--- src/rtl/dmem_arb_pkg.sv ---
// Shared types and constants for the two-port data-memory arbiter.
// Used by dmem_arb_pick and dmem_arbiter.
package dmem_arb_pkg;

  typedef enum logic [1:0] {
    UNLOCKED = 2'd0,
    LOCKED0  = 2'd1,
    LOCKED1  = 2'd2
  } lk_state_t;

  localparam logic PORT_CORE = 1'b0;
  localparam logic PORT_DMA  = 1'b1;

  localparam int LOCK_TIMEOUT_DEF = 16;

endpackage

--- src/rtl/dmem_arb_pick.sv ---
// Combinational two-way winner selection: lock owner first, then round-robin
// (or port 0 on a tie when DMEM_ARB_FIXED_PRIO_EN is defined).
module dmem_arb_pick
  import dmem_arb_pkg::*;
(
  input  logic      req0,
  input  logic      req1,
  input  lk_state_t lk_state,
  input  logic      rr_last,
  output logic      gnt_vld,
  output logic      gnt_port
);

`ifdef DMEM_ARB_FIXED_PRIO_EN
  localparam bit FIXED_PRIO = 1'b1;
`else
  localparam bit FIXED_PRIO = 1'b0;
`endif

  // NOTE: every output gets a default first so no path through the case infers a latch.
  always_comb begin
    gnt_vld  = 1'b0;
    gnt_port = PORT_CORE;
    case (lk_state)
      LOCKED0: begin
        gnt_vld  = req0;
        gnt_port = PORT_CORE;
      end
      LOCKED1: begin
        gnt_vld  = req1;
        gnt_port = PORT_DMA;
      end
      default: begin
        gnt_vld = req0 | req1;
        if (req0 && req1) begin
          gnt_port = FIXED_PRIO ? PORT_CORE : ~rr_last;
        end else begin
          gnt_port = req1 ? PORT_DMA : PORT_CORE;
        end
      end
    endcase
  end

endmodule

--- src/rtl/dmem_arbiter.sv ---
// Two-port arbiter for the single-port data memory (port 0 = core LSU, port 1 = DMA/debug).
// Optional fixed-priority tie-break via `DMEM_ARB_FIXED_PRIO_EN; lock ownership with idle timeout.
module dmem_arbiter
  import dmem_arb_pkg::*;
#(
  parameter int AW           = 32,
  parameter int DW           = 32,
  parameter int LOCK_TIMEOUT = LOCK_TIMEOUT_DEF
) (
  input  logic          clk,
  input  logic          reset,
  input  logic          p0_req,
  input  logic          p0_we,
  input  logic          p0_lock,
  input  logic [AW-1:0] p0_addr,
  input  logic [DW-1:0] p0_wdata,
  output logic          p0_ready,
  output logic          p0_rvalid,
  output logic [DW-1:0] p0_rdata,
  input  logic          p1_req,
  input  logic          p1_we,
  input  logic          p1_lock,
  input  logic [AW-1:0] p1_addr,
  input  logic [DW-1:0] p1_wdata,
  output logic          p1_ready,
  output logic          p1_rvalid,
  output logic [DW-1:0] p1_rdata,
  output logic          mem_we,
  output logic [AW-1:0] mem_a,
  output logic [DW-1:0] mem_wd,
  input  logic [DW-1:0] mem_rd
);

  localparam int CW = (LOCK_TIMEOUT > 1) ? $clog2(LOCK_TIMEOUT) : 1;
  localparam logic [CW-1:0] TO_LAST = CW'(LOCK_TIMEOUT - 1);

  lk_state_t     lk_state_q, lk_state_d;
  logic          rr_last_q, rr_last_d;
  logic [CW-1:0] to_cnt_q, to_cnt_d;
  logic          p0_rvalid_q, p0_rvalid_d, p1_rvalid_q, p1_rvalid_d;
  logic [DW-1:0] p0_rdata_q, p0_rdata_d, p1_rdata_q, p1_rdata_d;

  logic gnt_raw, gnt_vld, gnt_port, gnt_lock;

  dmem_arb_pick u_pick (
    .req0     (p0_req),
    .req1     (p1_req),
    .lk_state (lk_state_q),
    .rr_last  (rr_last_q),
    .gnt_vld  (gnt_raw),
    .gnt_port (gnt_port)
  );

  // NOTE: the grant is masked by reset so no write or ready escapes while the flops are being cleared.
  assign gnt_vld  = gnt_raw & ~reset;
  assign gnt_lock = (gnt_port == PORT_DMA) ? p1_lock : p0_lock;

  always_comb begin
    p0_ready = gnt_vld && (gnt_port == PORT_CORE);
    p1_ready = gnt_vld && (gnt_port == PORT_DMA);
    mem_we   = 1'b0;
    mem_a    = '0;
    mem_wd   = '0;
    if (gnt_vld) begin
      if (gnt_port == PORT_DMA) begin
        mem_we = p1_we;
        mem_a  = p1_addr;
        mem_wd = p1_wdata;
      end else begin
        mem_we = p0_we;
        mem_a  = p0_addr;
        mem_wd = p0_wdata;
      end
    end
  end

  always_comb begin
    lk_state_d  = lk_state_q;
    rr_last_d   = rr_last_q;
    to_cnt_d    = to_cnt_q;
    p0_rvalid_d = 1'b0;
    p1_rvalid_d = 1'b0;
    p0_rdata_d  = p0_rdata_q;
    p1_rdata_d  = p1_rdata_q;
    if (gnt_vld) begin
      rr_last_d = gnt_port;
      to_cnt_d  = '0;
      if (gnt_lock) begin
        lk_state_d = (gnt_port == PORT_DMA) ? LOCKED1 : LOCKED0;
      end else begin
        lk_state_d = UNLOCKED;
      end
      if (!mem_we) begin
        if (gnt_port == PORT_DMA) begin
          p1_rdata_d  = mem_rd;
          p1_rvalid_d = 1'b1;
        end else begin
          p0_rdata_d  = mem_rd;
          p0_rvalid_d = 1'b1;
        end
      end
    end else if (lk_state_q != UNLOCKED) begin
      // Owner idle this cycle: count toward the forced release.
      if (to_cnt_q == TO_LAST) begin
        lk_state_d = UNLOCKED;
        to_cnt_d   = '0;
      end else begin
        to_cnt_d = to_cnt_q + CW'(1);
      end
    end
  end

  // NOTE: sequential state uses non-blocking assignments only; the combinational blocks above use blocking.
  always_ff @(posedge clk or posedge reset) begin
    if (reset) begin
      lk_state_q  <= UNLOCKED;
      rr_last_q   <= PORT_DMA;
      to_cnt_q    <= '0;
      p0_rvalid_q <= 1'b0;
      p1_rvalid_q <= 1'b0;
      p0_rdata_q  <= '0;
      p1_rdata_q  <= '0;
    end else begin
      lk_state_q  <= lk_state_d;
      rr_last_q   <= rr_last_d;
      to_cnt_q    <= to_cnt_d;
      p0_rvalid_q <= p0_rvalid_d;
      p1_rvalid_q <= p1_rvalid_d;
      p0_rdata_q  <= p0_rdata_d;
      p1_rdata_q  <= p1_rdata_d;
    end
  end

  assign p0_rvalid = p0_rvalid_q;
  assign p1_rvalid = p1_rvalid_q;
  assign p0_rdata  = p0_rdata_q;
  assign p1_rdata  = p1_rdata_q;

endmodule
--- config.mk ---
export PLATFORM = sky130hd
export DESIGN_NAME = dmem_arbiter
export DESIGN_NICKNAME = d
export VERILOG_FILES = /design/src/rtl/dmem_arb_pkg.sv /design/src/rtl/dmem_arb_pick.sv /design/src/rtl/dmem_arbiter.sv
export SDC_FILE = /design/constraint.sdc
export NUM_CORES = 1
export LEC_CHECK = 0
export CORE_AREA = 2 2 116 118
export CTS_CLUSTER_SIZE = 12
export DETAILED_ROUTE_END_ITERATION = 16
export DIE_AREA = 0 0 118 120
export PLACE_DENSITY = 0.76
export SYNTH_ARGS = -nofsm -noshare
export SYNTH_HDL_FRONTEND = slang
export SYNTH_SLANG_ARGS = --single-unit
--- constraint.sdc ---
create_clock -name clk -period 2.3 [get_ports clk]
set_clock_uncertainty 0.1 [all_clocks]
set_input_delay 0.46 -clock clk [delete_from_list [all_inputs] [get_ports clk]]
set_output_delay 0.46 -clock clk [all_outputs]
set_load 0.05 [all_outputs]
Word level (Yosys, flattened, before mapping)
Index checks and enable logic that the tools add are counted.

word-level totals
  register bits = 73
  output and inout port bits = 133
  word-level logic and storage cells = 51

operators by class
  $add $sub $neg = 1
  eq/ne operators = 3
  multiplexer cells = 25
  bitwise gates (word level) = 6
  reduce and logical (&&, ||, !) cells = 9

operator list
  cell                 number
  $mux 32              4
  $mux 4               3
  $mux 1               11
  $mux 2               5
  $reduce_and 3->1     2
  $reduce_bool 2->1    3
  $add 4x1->4 const B  1
  $eq 4x4->1 const B   1
  $not 1->1            4
  $pmux 1 s2           2
  $logic_and 1x1->1    3
  $eq 2x1->1 const B   1
  $eq 2x2->1 const B   1
  $reduce_and 2->1     1
  $and 1x1->1          1
  $or 1x1->1           1

Longest topological paths before layout
Gate-level depths: netlist of the first run.

  depth after elaboration = 7
  depth in mapped cells = 9
  mapped depth without buffers = 6

Cells and area by module
From an unflattened synthesis of the first run, not the netlist that was laid out.

unflattened totals
  cells, all modules = 328
  area total of the unflattened synthesis = 3826.2 um^2

modules (own cells, without submodules)
  module         times used  cells each  area an instance (um^2)  seq. area each (um^2)
  dmem_arbiter   1           319         3757.4                   1828.0
  dmem_arb_pick  1           9           68.8                     0.0

Worst setup path after synthesis of the first run
Ideal clock, no wire load.

  path type = register to output
  start point = reg lk_state_q[0]
  end point = out mem_a[23]
  arrival time = 2446 ps
  data required time = 1740 ps
  slack = -706 ps
  stages on the path, launching flop included = 10
  cells stage by stage = dfrtp_1 > inv_1 > ha_1 > nor2b_1 > a22o_1 > clkbuf_1 > buf_2 > buf_2 > nand2_1 > a21oi_1

between the ends
  cells in the longest elaborated chain, start to end = 4
  elaborated cells between the ends (all ways) = 7

RTL lines
  element                                          RTL line                                RTL
  from (decl)                                      dmem_arbiter.sv:37                      lk_state_t lk_state_q, lk_state_d;
  from (signal assigned)                           dmem_arbiter.sv:124                     lk_state_q <= lk_state_d;
  $eq 2x2->1 / $eq 2x1->1 (equally long branches)  dmem_arb_pick.sv:24                     case (lk_state)
  $pmux 1 s2                                       dmem_arb_pick.sv:24
  $mux 32 / $and 1x1->1 (equally long branches)    dmem_arbiter.sv:65, dmem_arbiter.sv:55
  $mux 32 (*)                                      dmem_arbiter.sv:64                      if (gnt_vld) begin
  to (decl)                                        dmem_arbiter.sv:29                      output logic [AW-1:0] mem_a,

Every way passes the cells marked *; elsewhere a longest branch is shown, timed or not.

Worst setup path in the final report of the first run
  start point = in p0_req
  end point = out mem_a[28]

between the ends
  cells in the longest elaborated chain, start to end = 5
  elaborated cells between the ends (all ways) = 8

RTL lines
  element            RTL line             RTL
  from (decl)        dmem_arbiter.sv:12   input logic p0_req,
  $logic_and 1x1->1  dmem_arb_pick.sv:35  if (req0 && req1) begin
  $mux 1             dmem_arb_pick.sv:35
  $pmux 1 s2         dmem_arb_pick.sv:24
  $mux 32            dmem_arbiter.sv:65   if (gnt_port == PORT_DMA) begin
  $mux 32 (*)        dmem_arbiter.sv:64

Marks and branches as above.

==> results of run 1 <==
[power by group]
| part | switching, uW | total (uW) | leakage (uW) | internal, uW |
|---|---|---|---|---|
| clock network | 517 | 1460 | 0.000152 | 943 |
| registers | 394 | 2310 | 0.000886 | 1910 |
| logic | 6480 | 11300 | 0.00287 | 4830 |
[cell type report]
cell class	count	share of cell area (%)
repair buffers	348	45.2
multi-input cells	297	30.2
flip-flops and latches	73	18.9
clock buffers	10	2.37
well taps	176	2.28
clock inverters	6	0.854
inverters	3	0.155
diodes	2	0.0518
[path summary, 6_finish.rpt]
check                                   start      endpoint  slack (ns)  cells after the start
worst max-delay path                   p0_req     mem_a[28]       -0.45                      8
worst min-delay path             p0_rdata[22]  p0_rdata[22]        0.41                      1
min in group asynchronous               reset  p1_rdata[24]        0.72                      4
max in group asynchronous               reset     rr_last_q        1.07                      4
worst min register to register   p0_rdata[22]  p0_rdata[22]        0.41                      1
worst max register to register  lk_state_q[1]  p1_rdata[11]       -0.25                     10
[placed cells by master (no fill, tap or decap), types with 4 or more instances in the layout]
master	synthesis	final
clkdlybuf4s50_1	0	232
nand3_1	5	5
mux2_4	0	64
buf_12	0	68
buf_8	0	4
nand2_1	133	106
buf_6	6	16
dfrtp_1	72	72
buf_4	0	14
a21oi_4	0	65
clkbuf_16	0	20
nand2_2	0	27
nor2_1	7	5
[cell usage after synthesis]
| cell | count | area (um^2) |
|---|---|---|
| nand2_1 | 133 | 499 |
| dfrtp_1 | 72 | 1800 |
| a21oi_1 | 67 | 335 |
| mux2_2 | 59 | 664 |
| clkbuf_1 | 13 | 48.8 |
| buf_2 | 10 | 50.1 |
| nor2_1 | 7 | 26.3 |
| buf_6 | 6 | 67.6 |
| mux2_1 | 5 | 56.3 |
| nand3_1 | 5 | 25.0 |
| ha_1 | 4 | 50.1 |
| inv_1 | 3 | 11.3 |
| nor2b_1 | 3 | 18.8 |
| a21o_1 | 2 | 15.0 |
| a22oi_1 | 2 | 15.0 |
| a311oi_1 | 2 | 17.5 |
| nor3_4 | 2 | 32.5 |
| a22o_1 | 1 | 8.76 |
| a31oi_1 | 1 | 6.26 |
| dfstp_2 | 1 | 26.3 |
| mux2i_1 | 1 | 10.0 |
| o21bai_1 | 1 | 7.51 |
| xnor2_1 | 1 | 8.76 |
[cell families (layout without fill, tap and decap cells)]
| kind of cell | count (synthesis) | count (layout) |
|---|---|---|
| buffers and inverters | 32 | 367 |
| flip-flops | 73 | 73 |
| AO/OA/AOI/OAI | 76 | 77 |
| multiplexers | 65 | 65 |
| XOR/XNOR | 1 | 1 |
| other | 0 | 2 |
| adder cells (fa/ha/maj) | 4 | 4 |
| AND/OR/NAND/NOR | 150 | 150 |
[layer usage]
metal | wire length [um] | share of wire [%] | up-vias | global-route usage (%)
met5 | 0 | 0 | - | 0
met4 | 557 | 2.8 | 0 | 8.06
met3 | 1530 | 7.7 | 33 | 7.79
met2 | 10700 | 54 | 221 | 43.6
met1 | 7070 | 36 | 2197 | 24.6
li1 | - | - | 2017 | -
[registers in the layout, summed over array words and instances (netlist names)]
name,flops
p0_rvalid,1
p1_rdata,32
lk_state_q,2
p0_rdata,32
rr_last_q,1
p1_rvalid,1
to_cnt_q,4
[timing repair]
action                                  CTS  global route
gates resized for setup                  28           100
cloned                                    1            16
setup buffers                             2            11
endpoints found under the setup margin  131           131
pin swaps                                 3            12
[per-stage QoR]
stage	power [uW]	setup slack, ns	std cells	setup TNS [ns]
CTS	13900	-0.425	886	-31.85
finish	15100	-0.451	915	-38.97
detailed placement	12100	-0.357	867	-36.84
global route	15600	-0.529	915	-48.72
floorplan	8510	-0.0728	401	-2.12
global placement	11900	-0.341	867	-33.93
==> flow_summary.toml, run 1 <==
[run_status]
outcome = "finished, violations left"
violations = "setup timing"

[grt]
track_usage_pct = 23.4
grt_pass1_vias = 4605
grt-ovfl-total = 0
grt_pass1_wl_um = 25500
grt_max_degree = 74
grt_antenna_before_repair = 2

[routing]
dr_total_vias = 4468
drt_iter0_markers = 178
drtPass1Iterations = 6
ant_nets = 0
via_per_inst = 4.88
drc = 0
drt_wl_total_um = 19900
wl_per_cell_um = 21.7

[place]
portBuffers = 300
hpwl_um = 12900
dpl-instance-area_mm2 = 0.00841
place_congestion = 0.853

[critical_path]
critPathMaxFanout = 13
worstSetupEndpointType = "output pin"
critPathMostFrequentCell = "buf_12"
worstPathCellList = "clkdlybuf4s50_1, nand2_1, a22oi_2, buf_6, buf_12, nand2_2, a21oi_4, buf_12"
path_buf_inv = 4
crit_type = "in -> out"
cp.required_ns = 1.74
critPathSlowestCell = "clkdlybuf4s50_1"
worst_setup_path_start_kind = "primary input"
slowest_delay_ns = 0.57
path_delay_family = "buffers and inverters"
arrival_ns = 2.19

[synthesis]
synthMuxAreaShare_pct = 19.2
synth_cell_types = 23
ys_seq_area_share_pct = 48.1
synth_adder_area_share_pct = 1.32
synthCells = 401
ys_ff_latch = 73
synth-compound-area-share_pct = 10.7
synth.net_count = 573
synth_warnings = 0
synth-simple-area-share_pct = 15.8
synth_xor_xnor_area_share_pct = 0.230
synth_top_family_by_area = "multiplexers"
syn_avg_cell_area_um2 = 9.48
netlist_area_mm2 = 0.00380

[timing]
hold_slack_ns = 0.405
fin_crit_ns = 2.75
clock.fmax_mhz = 363
finalMaxSlewViolations = 0
rsz0062_at_grt = "true"
setup_ws_ns = -0.451
setup_viol = 132
tightest_slew_ns = 0.609
min_period_over_period_pct = 120
maxSlewHeadroom_pct = 59.2
hold_violations = 0

[floorplan]
design.core.area_mm2 = 0.0130
initial_core_util_pct = 29.3
die-area_mm2 = 0.0142
rows = 42
die_w_um = 118
die_y_um = 120
io_pins = 301

[cells_and_area]
area_growth_pct = 154
multiInputGateArea_mm2 = 0.00292
fin_area_mm2 = 0.00967
final.fill_count = 822
final_util_pct = 74.5
regArea_mm2 = 0.00183
nNetsFinal = 904
layout-drive-gt1-share_pct = 41.0

[clock_network]
clockBufferDepth = 2
cts_htree_levels = 3
cts_hold_buf = 0
clock_sinks = 73
cts_tree = "yes"
cts_root_buf = "clkbuf_16"
clk_pin_slew_ns = 0.05
clock_latency_ns = 0.33
cts_buffers = 9

[min_path]
min_path_type = "reg -> reg"

[power]
p_per_area_mw_per_mm2 = 1560
p_leak_uw = 0.00391
ir_drop_v = 0.00141

[flow_run]
drv_cap = 0
No activity file was read; power rests on OpenSTA's default activity.
==> run 2, diff against run 1 <==
--- a/config.mk
+++ b/config.mk
@@ -5,6 +5,7 @@
 export SDC_FILE = /design/constraint.sdc
 export NUM_CORES = 1
 export LEC_CHECK = 0
+export CAP_MARGIN = 20
 export CORE_AREA = 2 2 116 118
 export CTS_CLUSTER_SIZE = 12
 export DETAILED_ROUTE_END_ITERATION = 16
==> results of run 2 <==
The final DEF is identical to that of run 1; final timing and power are the same.
